## config.mk

```make
export PLATFORM = sky130hd
export DESIGN_NAME = gcd_stein32
export DESIGN_NICKNAME = d
export VERILOG_FILES = /design/src/rtl/gcd_stein32.sv
export SDC_FILE = /design/constraint.sdc
export NUM_CORES = 1
export LEC_CHECK = 0
export CORE_ASPECT_RATIO = 0.75
export CORE_MARGIN = 3
export CORE_UTILIZATION = 30
export DETAILED_ROUTE_END_ITERATION = 10
export PLACE_DENSITY = 0.47
export RECOVER_POWER = 25
export SYNTH_ARGS = -nofsm -noshare
export SYNTH_HDL_FRONTEND = slang
export SYNTH_SLANG_ARGS = --single-unit
```

## constraint.sdc

```tcl
create_clock -name clk_i -period 6.7 [get_ports clk_i]
set_input_delay 1.34 -clock clk_i [delete_from_list [all_inputs] [get_ports clk_i]]
set_output_delay 1.34 -clock clk_i [all_outputs]
set_load 0.005 [all_outputs]
```

## src/rtl/gcd_stein32.sv

```systemverilog
// gcd_stein32: iterative binary (Stein) GCD engine with valid/ready in and out.
// One subtract-and-normalize step per cycle; trailing-zero counts are combinational.
module gcd_stein32 #(
  parameter int unsigned WIDTH = 32
) (
  input  logic             clk_i,
  input  logic             rst_i,
  input  logic             in_valid_i,
  output logic             in_ready_o,
  input  logic [WIDTH-1:0] a_i,
  input  logic [WIDTH-1:0] b_i,
  output logic             out_valid_o,
  input  logic             out_ready_i,
  output logic [WIDTH-1:0] gcd_o,
  output logic             busy_o
);

  localparam int unsigned TZ_W = $clog2(WIDTH + 1);
  localparam int unsigned K_W  = $clog2(WIDTH);

  localparam logic [1:0] S_IDLE = 2'd0;
  localparam logic [1:0] S_INIT = 2'd1;
  localparam logic [1:0] S_LOOP = 2'd2;
  localparam logic [1:0] S_DONE = 2'd3;

  // Trailing-zero count; returns WIDTH for an all-zero input.
  function automatic logic [TZ_W-1:0] tz(input logic [WIDTH-1:0] x);
    logic [TZ_W-1:0] n;
    n = TZ_W'(WIDTH);
    for (int i = int'(WIDTH) - 1; i >= 0; i--) begin
      if (x[i]) n = TZ_W'(i);
    end
    return n;
  endfunction

  logic [1:0]       state, state_nx;
  logic [WIDTH-1:0] ra, rb, ra_nx, rb_nx;
  logic [K_W-1:0]   k, k_nx;
  logic [WIDTH-1:0] gcd_nx;
  logic             in_ready_nx, out_valid_nx, busy_nx;

  logic             a_gt_b_c;
  logic [WIDTH-1:0] diff_c;
  logic [TZ_W-1:0]  tz_a_c, tz_b_c, tz_or_c, tz_d_c;

  // Shared datapath: one magnitude subtract and the trailing-zero counts it needs.
  always_comb begin
    a_gt_b_c = (ra > rb);
    diff_c   = a_gt_b_c ? (ra - rb) : (rb - ra);
    tz_a_c   = tz(ra);
    tz_b_c   = tz(rb);
    tz_or_c  = tz(ra | rb);
    tz_d_c   = tz(diff_c);
  end

  // Next-state and next-register computation.
  always_comb begin
    state_nx = state;
    ra_nx    = ra;
    rb_nx    = rb;
    k_nx     = k;
    gcd_nx   = gcd_o;
    case (state)
      S_IDLE: begin
        if (in_valid_i && in_ready_o) begin
          ra_nx    = a_i;
          rb_nx    = b_i;
          state_nx = S_INIT;
        end
      end
      S_INIT: begin
        if (ra == '0) begin
          gcd_nx   = rb;
          state_nx = S_DONE;
        end else if (rb == '0) begin
          gcd_nx   = ra;
          state_nx = S_DONE;
        end else begin
          // Both nonzero, so the common power of two is at most WIDTH-1.
          k_nx     = K_W'(tz_or_c);
          ra_nx    = ra >> tz_a_c;
          rb_nx    = rb >> tz_b_c;
          state_nx = S_LOOP;
        end
      end
      S_LOOP: begin
        if (ra == rb) begin
          gcd_nx   = ra << k;
          state_nx = S_DONE;
        end else if (a_gt_b_c) begin
          ra_nx = diff_c >> tz_d_c;
        end else begin
          rb_nx = diff_c >> tz_d_c;
        end
      end
      S_DONE: begin
        if (out_ready_i) state_nx = S_IDLE;
      end
      default: state_nx = S_IDLE;
    endcase
    in_ready_nx  = (state_nx == S_IDLE);
    out_valid_nx = (state_nx == S_DONE);
    busy_nx      = (state_nx == S_INIT) || (state_nx == S_LOOP);
  end

  // State, datapath and registered status outputs.
  always_ff @(posedge clk_i) begin
    if (rst_i) begin
      state       <= S_IDLE;
      ra          <= '0;
      rb          <= '0;
      k           <= '0;
      gcd_o       <= '0;
      in_ready_o  <= 1'b1;
      out_valid_o <= 1'b0;
      busy_o      <= 1'b0;
    end else begin
      state       <= state_nx;
      ra          <= ra_nx;
      rb          <= rb_nx;
      k           <= k_nx;
      gcd_o       <= gcd_nx;
      in_ready_o  <= in_ready_nx;
      out_valid_o <= out_valid_nx;
      busy_o      <= busy_nx;
    end
  end

endmodule

```

* Word level (Yosys, flattened, before mapping)
Cells that the tools add are included.
Word-level totals: bits in registers 106, input port bits 68, logic and storage cells 196, bits in latches 0, bits in read-only memories 0, memories 0, output and inout bits 35, RAM bits 0
Operators by class: reductions and logical operators 12, magnitude comparators 1, eq/ne operators 15, bitwise logic cells 3, div/mod/pow operators 0, $mul 0, multiplexer cells 151, shift operators 4, $add $sub $neg 2
Operators with widths (count):
- 2-to-1 mux 6 bit | 96
- 2-to-1 mux 32 bit | 14
- case mux 32 bit (3 select lines) | 2
- 2-to-1 mux 5 bit | 32
- right shift 32 x 6 -> 32 bit | 3
- logical NOT 32 bit | 2
- case mux 32 bit (2 select lines) | 1
- subtractor 32 bit | 2
- == test 32 bit | 1
- greater-than comparator 32 bit | 1
- bitwise OR 32 bit | 1
- << shifter 32 x 5 -> 32 bit | 1
- != test 2 bit, second input constant | 7
- AND reduction 6 bit | 2
- == test 2 bit, second input constant | 4
- case mux 2 bit (4 select lines) | 1
- 2-to-1 mux 2 bit | 3
- AND reduction 3 bit | 2
- == test 2 x 1 -> 1 bit, second input constant | 2
- logical NOT 2 bit | 2
- != test 3 bit, second input constant | 1
- nonzero test 3 bit | 1
- 2-to-1 mux 1 bit | 2
- inverter 1 bit | 2
- 3 further kinds | 3

* Logic depth before layout (Yosys ltp)
depth in word-level cells 38, gate-level depth with buffers 26, depth with buffers taken out 21

* Worst setup path before layout
Ideal clock, no wire load.
kind reg-to-reg, start register ra[13], end register rb[15], data arrival time 5.739 ns, path buffers 4, cell stages (with the launch flop) 24, path slack 0.824 ns, clock period less this slack 5.876 ns, setup time 0.137 ns, path through dfxtp_1 -> clkbuf_1 -> inv_1 -> ha_1 -> buf_2 -> nor4_1 -> nand4_1 -> or4_4 -> o21ai_2 -> a21o_1 -> buf_6 -> buf_6 -> mux2i_1 -> xnor2_2 -> o21ai_1 -> a2111oi_0 -> o21ai_1 -> o21ai_4 -> mux2_1 -> a222oi_1 -> mux2i_1 -> o221a_2 -> nor4_2 -> a2111oi_1
On the way: word-level cells in the longest chain between the ends 38, elaborated cells on any way between the ends 46, classes of those cells 2 x add/sub; 1 x order compare; 4 x eq/ne; 1 x shift; 36 x mux; 2 x reduce/logical
RTL lines:
- start, declared | line 37 | logic [WIDTH-1:0] ra, rb, ra_nx, rb_nx;
- start signal, assigned | line 119 | ra <= ra_nx;
- subtractor 32 bit or greater-than comparator 32 bit (tied branches) | line 49, 48
- 2-to-1 mux 32 bit | line 49 | diff_c = a_gt_b_c ? (ra - rb) : (rb - ra);
- 2-to-1 mux 6 bit (32 in series) | line 31 | if (x[i]) n = TZ_W'(i);
- right shift 32 x 6 -> 32 bit | line 93 | rb_nx = diff_c >> tz_d_c;
- 2-to-1 mux 32 bit | line 90 | end else if (a_gt_b_c) begin
- 2-to-1 mux 32 bit | line 87 | if (ra == rb) begin
- case mux 32 bit (3 select lines) | line 63 | case (state)
- end signal, assigned | line 120 | rb <= rb_nx;
- end, declared | line 37
Several ways; a longest one is shown, not always the timed one. The select of a mux whose other input is x is not followed. A chain may end at the register's enable or synchronous reset.

* Worst setup path after layout
start register ra[5], end register rb[29]
The elaborated chain is that of the path after synthesis.

==> summary.txt <==
GRT
  • Congestion Overflow GR: 0
  • Largest net degree at the start of global routing: a little under 70
  • Gr usage total: a little over a third
  • Vias in the first global route: 20.1k
  • Initial antenna violation count: 3
  • Global-route wire length before repair: roughly 150000 microns

Timing
  • Slew headroom: 8.93%
  • Worst slew pin tran: 1.35 ns
  • Setup violations, final: 0
  • RSZ-0062 raised after global routing: false
  • Final Max Tran Viols: 0
  • Setup ws final: between 0.04 and 0.05 ns
  • Peak Freq: about 150 MHz
  • Endpoints failing hold: 0
  • Clock skew: 0.0282 ns
  • Final period utilization: roughly 99%
  • Post-route minimum period: approximately 6.7 ns
  • Final Hold Slack: ~0.45 ns

Synthesis
  • Asr flop ratio synth: 0%
  • Seq cells post-synth: ~110
  • Synth Cell Area: 0.0170 sq mm
  • EDFF count, synth: 0
  • Fraction of the yosys area taken by sequential cells: 12.5%
  • Synth unique cells: between 100 and 150
  • Ys flop type: dfxtp_1
  • Syn avg cell area: just over 7 sq um
  • Syn_nets: roughly 2.6k
  • Gate Count Post-Synth: roughly 2.4k
  • Syn. warnings: 0

Critical path
  • Critical Path RT: between 6 and 7 ns
  • Worst r2r src: ra[5]$_SDFFE_PP0P_
  • Crit path launch type: register
  • Critical Path AT: between 6 and 7 ns
  • FF-to-FF setup slack: roughly 0.042 ns
  • Crit. Startpoint: ra[5]$_SDFFE_PP0P_
  • R2r endpoint: rb[29]$_SDFFE_PP0P_
  • Crit Path Category: register to register
  • Setup crit end: rb[29]$_SDFFE_PP0P_
  • Crit Path Max Fanout: 9
  • Reg2Reg Depth: 22
  • Crit. End Element: register

Floorplanning
  • Die width: about 280 microns
  • Die extent in y: ~210 microns
  • Row count: 74
  • Core area: between 0.05 and 0.06 sq mm
  • Io pins: about 100
  • Initial Util: 30.8%
  • Die area: just under 0.06 sq mm

Routing
  • # DRC: 0
  • First-pass DRT Iterations: 7
  • Routed Wire Length: ~110000 microns
  • Routed len/inst: between 30 and 40 microns
  • Initial DRC Count: ~3.5k
  • Routed Antenna Nets: 0
  • Via count: roughly 22k
  • Vias per cell: roughly 6.5

Final layout
  • Share of layout cells above drive strength 1: between 10% and 20%
  • Nets: 2759
  • Most frequent cells in the layout: buf_4 (274), nand2_1 (247), a21oi_1 (196), mux2i_1 (196), nor2_1 (191)
  • Area growth, synth to finish: 23.1%
  • Commonest non-fill, non-tap cell in the layout: buf_4

CTS
  • CTS buffer count: 9
  • Clock-pin slew on the worst setup and hold paths: about 0.1 ns
  • TritonCTS clock tree: done
  • Clock tree sinks: between 100 and 150
  • Clk buf depth: 2
  • Post-CTS Hold Fix Bufs: 0
  • Clk Latency, worst-skew pair: a little over 0.4 ns
  • Root buffer cell: clkbuf_16
  • # H-tree levels: 3

Outcome
  • Status: completed

Placement
  • Final Wtd Congestion: ~1.1
  • Detailed Place HPWL: just over 90000 microns
  • Pre-CTS setup slack: -0.782 ns
  • PortBufs: approximately 100

Hold path
  • Hold crit path type: register to register
  • Worst hold path depth: 2

Flow run
  • Max-cap viol count: 0
registers in the layout, indices dropped and copies added (netlist names):
name	cells
k	5
state	2
gcd_o	32
rb	32
out_valid_o	1
in_ready_o	1
busy_o	1
ra	32
worst min path at each step:
| stage | slack (ns) | endpoint | start |
|---|---|---|---|
| 3_3_place_gp | 0.45 | gcd_o[13]$_SDFFE_PP0P_ | gcd_o[13]$_SDFFE_PP0P_ |
| 2_1_floorplan | 0.45 | gcd_o[10]$_SDFFE_PP0P_ | gcd_o[10]$_SDFFE_PP0P_ |
| 3_5_place_dp | 0.45 | gcd_o[8]$_SDFFE_PP0P_ | gcd_o[8]$_SDFFE_PP0P_ |
| 5_1_grt | 0.47 | gcd_o[8]$_SDFFE_PP0P_ | gcd_o[8]$_SDFFE_PP0P_ |
| 6_report | 0.45 | gcd_o[8]$_SDFFE_PP0P_ | gcd_o[8]$_SDFFE_PP0P_ |
| 4_1_cts | 0.46 | gcd_o[8]$_SDFFE_PP0P_ | gcd_o[8]$_SDFFE_PP0P_ |
timing repair:
item                       CTS  global route
cloned                       0             0
setup endpoints to repair   59            59
pin swaps                    4             5
gates resized for setup     15            43
buffers inserted             2             6
critical path: stages (launching register included):
cell and delay, ns:
dfxtp_1 0.38, inv_1 0.16, ha_1 0.35, buf_4 0.16
inv_1 0.11, a2111oi_0 0.64, a21oi_1 0.30, o21ai_0 0.44
o211ai_1 0.16, mux2i_1 0.28, xnor2_1 0.21, nor4_2 0.09
a2111oi_4 0.62, o221ai_4 0.29, buf_4 0.21, a41oi_2 0.27
buf_4 0.21, o22ai_1 0.11, buf_4 0.18, o21ai_1 0.39
buf_4 0.20, o221ai_1 0.22, a21oi_2 0.51
cells by family (layout without fill, tap and decap cells):
kind of cell    Yosys count  after routing  share of synthesized area [%]
compound gates          844            844                           33.5
buf+inv                 320            523                           7.61
fa+ha+maj               103            103                           7.68
flops                   106            106                           12.5
xor+xnor                 43             43                           2.40
mux                     248            248                           16.4
simple gates            726            726                           19.9
other cells               0              2                              0
synth_stat cells, types with 7 or more instances:
master | instances | area share [%]
and2_1 | 17 | 0.63
o21a_1 | 13 | 0.58
dfxtp_1 | 106 | 13
nor3_1 | 56 | 1.7
o31a_1 | 7 | 0.36
o32ai_1 | 10 | 0.52
o21ai_0 | 180 | 5.3
xnor2_1 | 36 | 1.9
a211oi_1 | 37 | 1.6
clkbuf_1 | 150 | 3.3
mux4_2 | 21 | 2.8
inv_1 | 124 | 2.7
a211o_1 | 12 | 0.62
nor4_1 | 39 | 1.4
a21o_1 | 13 | 0.58
nand3_1 | 44 | 1.3
o221ai_1 | 33 | 1.7
buf_1 | 17 | 0.38
mux2_2 | 26 | 1.7
a31oi_1 | 37 | 1.4
a311oi_1 | 10 | 0.52
nand2b_1 | 18 | 0.66
nor2_1 | 193 | 4.3
a22oi_1 | 9 | 0.40
or3_1 | 21 | 0.77
o22ai_1 | 37 | 1.4
o21ai_1 | 13 | 0.38
nand4_1 | 15 | 0.55
a221oi_1 | 26 | 1.3
a2111oi_0 | 7 | 0.36
ha_1 | 101 | 7.4
o211ai_1 | 46 | 2.0
and3_1 | 7 | 0.26
nor2b_1 | 41 | 1.5
a222oi_1 | 9 | 0.53
mux2i_1 | 199 | 12
buf_2 | 15 | 0.44
a21boi_0 | 13 | 0.58
a21oi_1 | 201 | 5.9
nand2_1 | 247 | 5.5
o21bai_1 | 11 | 0.49
buf_6 | 7 | 0.46
o31ai_1 | 36 | 1.6
per-layer routing:
metal | vias up | share of wire [%] | track usage [%]
met4 | 4 | 3.1 | 9.32
met1 | 10400 | 44 | 51.8
met3 | 205 | 16 | 18.8
met5 | - | 0.038 | 0
li1 | 9316 | - | -
met2 | 1658 | 37 | 47.4
metrics by stage:
step	util (%)	cells	setup TNS [ns]	area [sq um]
6_report	37.9	3317	0	20900
5_1_grt	37.9	3315	0	20900
4_1_cts	37.3	3309	0	20600
3_5_place_dp	36.6	3291	-14.54	20200
3_3_place_gp	36.6	3291	-15.99	20200
2_1_floorplan	-	2390	0	17000
layout make-up:
class	count	area [sq um]
fillers	5868	34300
multi-input cells	1964	13900
repair buffers	379	3140
flip-flops and latches	106	2130
well taps	722	903
inverters	128	484
clock buffers	9	225
clock inverters	7	91.3
diodes	2	5.00
Power is not shown: default switching activity piles up to over one toggle a cycle in this logic, so the estimate is an artifact.
